$ cat src/rtl/cmd_uart_tx.sv
// Sends the controller's command code as one ASCII byte over an 8N1 UART line,
// on every command change and periodically as a keep-alive.
module cmd_uart_tx #(
    parameter int unsigned CLKS_PER_BIT  = 5208,
    parameter int unsigned REPEAT_CYCLES = 5_000_000
) (
    input  logic       clk,
    input  logic       reset,
    input  logic [2:0] c_s,
    output logic       tx,
    output logic       busy,
    output logic       frame_done
);

    localparam int unsigned BAUD_W = (CLKS_PER_BIT > 1) ? $clog2(CLKS_PER_BIT) : 1;
    localparam int unsigned REP_W  = (REPEAT_CYCLES > 1) ? $clog2(REPEAT_CYCLES) : 1;
    localparam logic [BAUD_W-1:0] BAUD_LAST = BAUD_W'(CLKS_PER_BIT - 1);
    localparam logic [REP_W-1:0]  REP_LAST  = REP_W'(REPEAT_CYCLES - 1);
    localparam logic [2:0]        CODE_NONE = 3'b111;

    typedef enum logic [1:0] {
        S_IDLE,
        S_START,
        S_DATA,
        S_STOP
    } state_t;

    state_t            state;
    state_t            state_next;
    logic [2:0]        cs_meta;
    logic [2:0]        cs_q;
    logic [1:0]        sync_fill;
    logic [2:0]        last_sent;
    logic [2:0]        last_sent_next;
    logic [7:0]        shreg;
    logic [7:0]        shreg_next;
    logic [BAUD_W-1:0] baud_cnt;
    logic [BAUD_W-1:0] baud_cnt_next;
    logic [2:0]        bit_idx;
    logic [2:0]        bit_idx_next;
    logic [REP_W-1:0]  rep_cnt;
    logic [REP_W-1:0]  rep_cnt_next;
    logic              tx_next;
    logic              busy_next;
    logic              frame_done_next;
    logic              bit_end;
    logic              change_trig;
    logic              keepalive_trig;
    logic [2:0]        send_code;

    function automatic logic code_valid(input logic [2:0] code);
        return (code == 3'b000) || (code == 3'b001) || (code == 3'b010);
    endfunction

    function automatic logic [7:0] code_byte(input logic [2:0] code);
        logic [7:0] b;
        case (code)
            3'b000:  b = 8'h53;
            3'b001:  b = 8'h46;
            3'b010:  b = 8'h42;
            default: b = 8'h00;
        endcase
        return b;
    endfunction

    // Two-flop synchroniser; sync_fill marks when cs_q holds a real sample after reset.
    always_ff @(posedge clk or negedge reset) begin
        if (!reset) begin
            cs_meta   <= 3'b000;
            cs_q      <= 3'b000;
            sync_fill <= 2'b00;
        end else begin
            cs_meta   <= c_s;
            cs_q      <= cs_meta;
            sync_fill <= {sync_fill[0], 1'b1};
        end
    end

    always_ff @(posedge clk or negedge reset) begin
        if (!reset) begin
            state      <= S_IDLE;
            last_sent  <= CODE_NONE;
            shreg      <= 8'h00;
            baud_cnt   <= '0;
            bit_idx    <= 3'd0;
            rep_cnt    <= '0;
            tx         <= 1'b1;
            busy       <= 1'b0;
            frame_done <= 1'b0;
        end else begin
            state      <= state_next;
            last_sent  <= last_sent_next;
            shreg      <= shreg_next;
            baud_cnt   <= baud_cnt_next;
            bit_idx    <= bit_idx_next;
            rep_cnt    <= rep_cnt_next;
            tx         <= tx_next;
            busy       <= busy_next;
            frame_done <= frame_done_next;
        end
    end

    always_comb begin
        state_next     = state;
        last_sent_next = last_sent;
        shreg_next     = shreg;
        baud_cnt_next  = baud_cnt;
        bit_idx_next   = bit_idx;
        rep_cnt_next   = rep_cnt;

        bit_end        = (baud_cnt == BAUD_LAST);
        change_trig    = sync_fill[1] && code_valid(cs_q) && (cs_q != last_sent);
        keepalive_trig = code_valid(last_sent) && (rep_cnt == REP_LAST);
        send_code      = change_trig ? cs_q : last_sent;

        case (state)
            S_IDLE: begin
                if (change_trig || keepalive_trig) begin
                    state_next     = S_START;
                    baud_cnt_next  = '0;
                    bit_idx_next   = 3'd0;
                    shreg_next     = code_byte(send_code);
                    last_sent_next = send_code;
                    rep_cnt_next   = '0;
                end else if (code_valid(last_sent)) begin
                    rep_cnt_next = rep_cnt + REP_W'(1);
                end
            end
            S_START: begin
                if (bit_end) begin
                    state_next    = S_DATA;
                    baud_cnt_next = '0;
                    bit_idx_next  = 3'd0;
                end else begin
                    baud_cnt_next = baud_cnt + BAUD_W'(1);
                end
            end
            S_DATA: begin
                if (bit_end) begin
                    baud_cnt_next = '0;
                    if (bit_idx == 3'd7) begin
                        state_next = S_STOP;
                    end else begin
                        bit_idx_next = bit_idx + 3'd1;
                        shreg_next   = {1'b0, shreg[7:1]};
                    end
                end else begin
                    baud_cnt_next = baud_cnt + BAUD_W'(1);
                end
            end
            S_STOP: begin
                // A change seen during the frame goes out back-to-back with no idle bit.
                if (bit_end) begin
                    baud_cnt_next = '0;
                    if (change_trig) begin
                        state_next     = S_START;
                        bit_idx_next   = 3'd0;
                        shreg_next     = code_byte(cs_q);
                        last_sent_next = cs_q;
                        rep_cnt_next   = '0;
                    end else begin
                        state_next = S_IDLE;
                    end
                end else begin
                    baud_cnt_next = baud_cnt + BAUD_W'(1);
                end
            end
            default: begin
                state_next = S_IDLE;
            end
        endcase

        busy_next       = (state_next != S_IDLE);
        frame_done_next = (state_next == S_STOP) && (baud_cnt_next == BAUD_LAST);
        case (state_next)
            S_START: tx_next = 1'b0;
            S_DATA:  tx_next = shreg_next[0];
            default: tx_next = 1'b1;
        endcase
    end

endmodule

$ cat config.mk
export PLATFORM = sky130hd
export DESIGN_NAME = cmd_uart_tx
export DESIGN_NICKNAME = d
export VERILOG_FILES = /design/src/rtl/cmd_uart_tx.sv
export SDC_FILE = /design/constraint.sdc
export NUM_CORES = 1
export LEC_CHECK = 0
export CAP_MARGIN = 10
export CORE_ASPECT_RATIO = 1.2
export CORE_MARGIN = 10
export CORE_UTILIZATION = 30
export CTS_CLUSTER_SIZE = 20
export DETAILED_ROUTE_END_ITERATION = 8
export HOLD_SLACK_MARGIN = 0.08
export PLACE_DENSITY = 0.46
export SLEW_MARGIN = 20
export SYNTH_ARGS = -nofsm -noshare
export SYNTH_HDL_FRONTEND = slang
export SYNTH_SLANG_ARGS = --single-unit
$ cat constraint.sdc
create_clock -name clk -period 2.2 [get_ports clk]
set_input_delay 0.44 -clock clk [delete_from_list [all_inputs] [get_ports clk]]
set_output_delay 0.44 -clock clk [all_outputs]
set_load 0.03 [all_outputs]
==> flow_summary.toml <==
[synthesis]
synth_cells = 379
syn_area_per_cell_um2 = 9.39
ys_seq_area_share_pct = 43.7
synth_warnings = 0
syn-num-nets = 388
synth_flop_cell = "dfrtp_1"
ys_types = 65
synth_top_area_cell = "dfrtp_1"
ys_ff_latch = 62
yosys-top-cells-area = "dfrtp_1, o21ai_0, nand2_1"
synth_edf_count = 0
synthArstFlopShare_pct = 100
synth.cell_area_um2 = 3560
yosysMostFrequentCell = "dfrtp_1"
synth_top_cell_area_share_pct = 40.8
synth.top_cells.by_count = "dfrtp_1, o21ai_0, nand2_1, a21oi_1"

[placement]
dp_hpwl_um = 7380
numPortBuffers = 7
place_congestion = 0.823
pre_cts_ws_ns = -0.183
placed_area_um2 = 4540

[critical_path]
slowest_stage = "or4bb_4"
cp_max_fo = 7
path_buf_inv = 2
r2r_setup_slack_ns = -0.12
r2r-start = "baud_cnt[1]"
slowest_delay_ns = 0.48
critPathLaunchType = "flop"
ff2ff_path_depth = 9
worstPathRequired_ns = 2.41
end_kind = "flop"
crit_family = "simple AND/OR/NAND/NOR gates"
reg2reg_to = "rep_cnt[6]"
criticalPathCategory = "reg2reg"
path_cells = "ha_2 -> or4bb_4 -> nor3_4 -> a21oi_4 -> or2_4 -> buf_12 -> buf_8 -> o21ai_4 -> o41ai_4"
arrival_ns = 2.53

[floorplan]
die_area_um2 = 16600
ios = 8
core_region_area_um2 = 11600
row_count = 43
die_w_um = 119
die-height_um = 139
initial_core_util_pct = 30.8

[clock_tree]
path_clk_slew_ns = 0.06
cts_tree = "done"
cts_inserted_buffers = 9
clock_path_buffers = 2
cts_hold_buf = 0
clk_latency_ns = 0.33
clock_sinks = 62
htreeDepth = 3
cts_root_buffer = "clkbuf_16"

[flow_run]
maxCapViolations = 0

[global_routing]
grt_pass1_wl_um = 17500
grt_max_degree = 63
grt.met1_usage_pct = 14.3
grtUsageTotal_pct = 12.8
gr-max-usage-layer = "met2"
grt_pass1_vias = 3572
use_met2_pct = 22.6
antenna_found_initial = 0
gr-usage-met3_pct = 2.43
grt-ovfl-total = 0

[final_layout]
syn_to_final_growth_pct = 53.7
diodes = 0
fin_area_um2 = 5470
drive_above_1_share_pct = 42.5
nNetsFinal = 514

[detailed_routing]
detail_route.first_pass.iterations = 4
drt_iter0_markers = 93
routed_wl_um = 10800
routedWlPerCell_um = 16.1
drc_errors = 0
ant_nets = 0
viasPerCell = 5.18
vias = 3453

[power_and_ir_drop]
power_uw = 4910
ir_worst_vdd_mv = 0.541
power_density_nw_per_um2 = 898
switching_power_uw = 1650
clock_power_share_pct = 29.3
p_sw_share_pct = 33.5
p_int_uw = 3260
p_seq_share_pct = 30.0
comb_power_share_pct = 40.7
p_leak_uw = 0.00237

[run_status]
status = "complete, but fails checks"
violations = "setup timing"

[timing]
fin_skew_ns = 0.00824
finalCritPeriodShare_pct = 105
finalHoldViolations = 0
report.final.slew_viol_count = 0
setup_viol = 28
fin_crit_ns = 2.32
setup-tns-final_ns = -2.15
rsz0062_at_grt = "true"
worst_hold_slack_ns = 0.111
worst_slack_ns = -0.121
max_freq_ghz = 0.431

[worst_hold_path]
min_path_type = "in2async"
==> power groups by stage <==
| stage | clock network [µW] | logic (µW) | registers [µW] |
|---|---|---|---|
| after global placement | 0 | 1560 | 1490 |
| after floorplan | 0 | 769 | 1500 |
| final | 1440 | 2000 | 1470 |
| after global routing | 1510 | 2170 | 1500 |
| after detailed placement | 0 | 1580 | 1490 |
| after CTS | 1470 | 1800 | 1470 |
==> cell families after synthesis <==
logic type | synth area share (%)
AND/OR/NAND/NOR | 25.2
AO/OA/AOI/OAI | 23.3
adder cells (fa/ha/maj) | 1.41
other | 0.105
XOR/XNOR | 0.246
multiplexers | 1.44
flip-flops | 43.7
buffers and inverters | 4.61
==> area by class of cell <==
| cell class | count | area (µm²) |
|---|---|---|
| clock buffers | 11 | 243 |
| flip-flops and latches | 62 | 1560 |
| clock inverters | 5 | 58.8 |
| repair buffers | 131 | 1140 |
| inverters | 17 | 63.8 |
| multi-input cells | 284 | 2210 |
| well taps | 157 | 196 |
| fillers | 1100 | 6100 |
==> worst max path at each step <==
stage / cells past startpoint / to / slack [ns] / start
3_5_place_dp: 7 / shreg[0] / -0.18 / baud_cnt[8]
3_3_place_gp: 7 / frame_done / -0.17 / last_sent[1]
2_1_floorplan: 8 / rep_cnt[13] / -0.13 / baud_cnt[0]
4_1_cts: 8 / rep_cnt[9] / -0.11 / baud_cnt[1]
6_report: 9 / rep_cnt[6] / -0.12 / baud_cnt[1]
5_1_grt: 9 / rep_cnt[6] / -0.22 / baud_cnt[1]
==> flip-flops by register name, indices dropped and copies added, names as in the netlist <==
| name | flops |
|---|---|
| frame_done | 1 |
| state | 2 |
| cs_q | 3 |
| shreg | 7 |
| last_sent | 3 |
| baud_cnt | 13 |
| sync_fill | 2 |
| bit_idx | 3 |
| rep_cnt | 23 |
| busy | 1 |
| tx | 1 |
| cs_meta | 3 |
==> repair_timing <==
item                       CTS  global route
pin swaps                   23            19
setup endpoints to repair   34            41
setup buffers               19             2
cloned                       1             3
resized for setup           49            48
==> placed cells by master (no fill, tap or decap), types with 6 or more instances in the layout <==
| cell type | count |
|---|---|
| dfrtp_1 | 57 |
| nand4_1 | 8 |
| nor3_1 | 9 |
| clkbuf_16 | 11 |
| o21ai_0 | 13 |
| inv_1 | 16 |
| clkdlybuf4s50_1 | 6 |
| and2_1 | 9 |
| buf_6 | 8 |
| nand2_1 | 29 |
| nand3_1 | 12 |
| o21ai_1 | 15 |
| a21oi_1 | 16 |
| o21ai_2 | 8 |
| or3_1 | 6 |
| buf_4 | 108 |
| nor2_1 | 14 |
| o31ai_2 | 8 |
| o31ai_1 | 6 |
| nand2b_1 | 8 |
==> through the flow <==
stage          util, %  cells
2_1_floorplan        -    379
3_3_place_gp      39.2    627
3_5_place_dp      39.2    627
4_1_cts           45.1    663
5_1_grt           47.3    667
6_report          47.3    667
==> layer usage <==
layer  vias up  routed length [µm]
met1      1669                4650
met4         0                 292
met3        24                 273
li1       1696                   -
met2        64                5550
met5         -                   0
(Power assumes the default switching activity.)
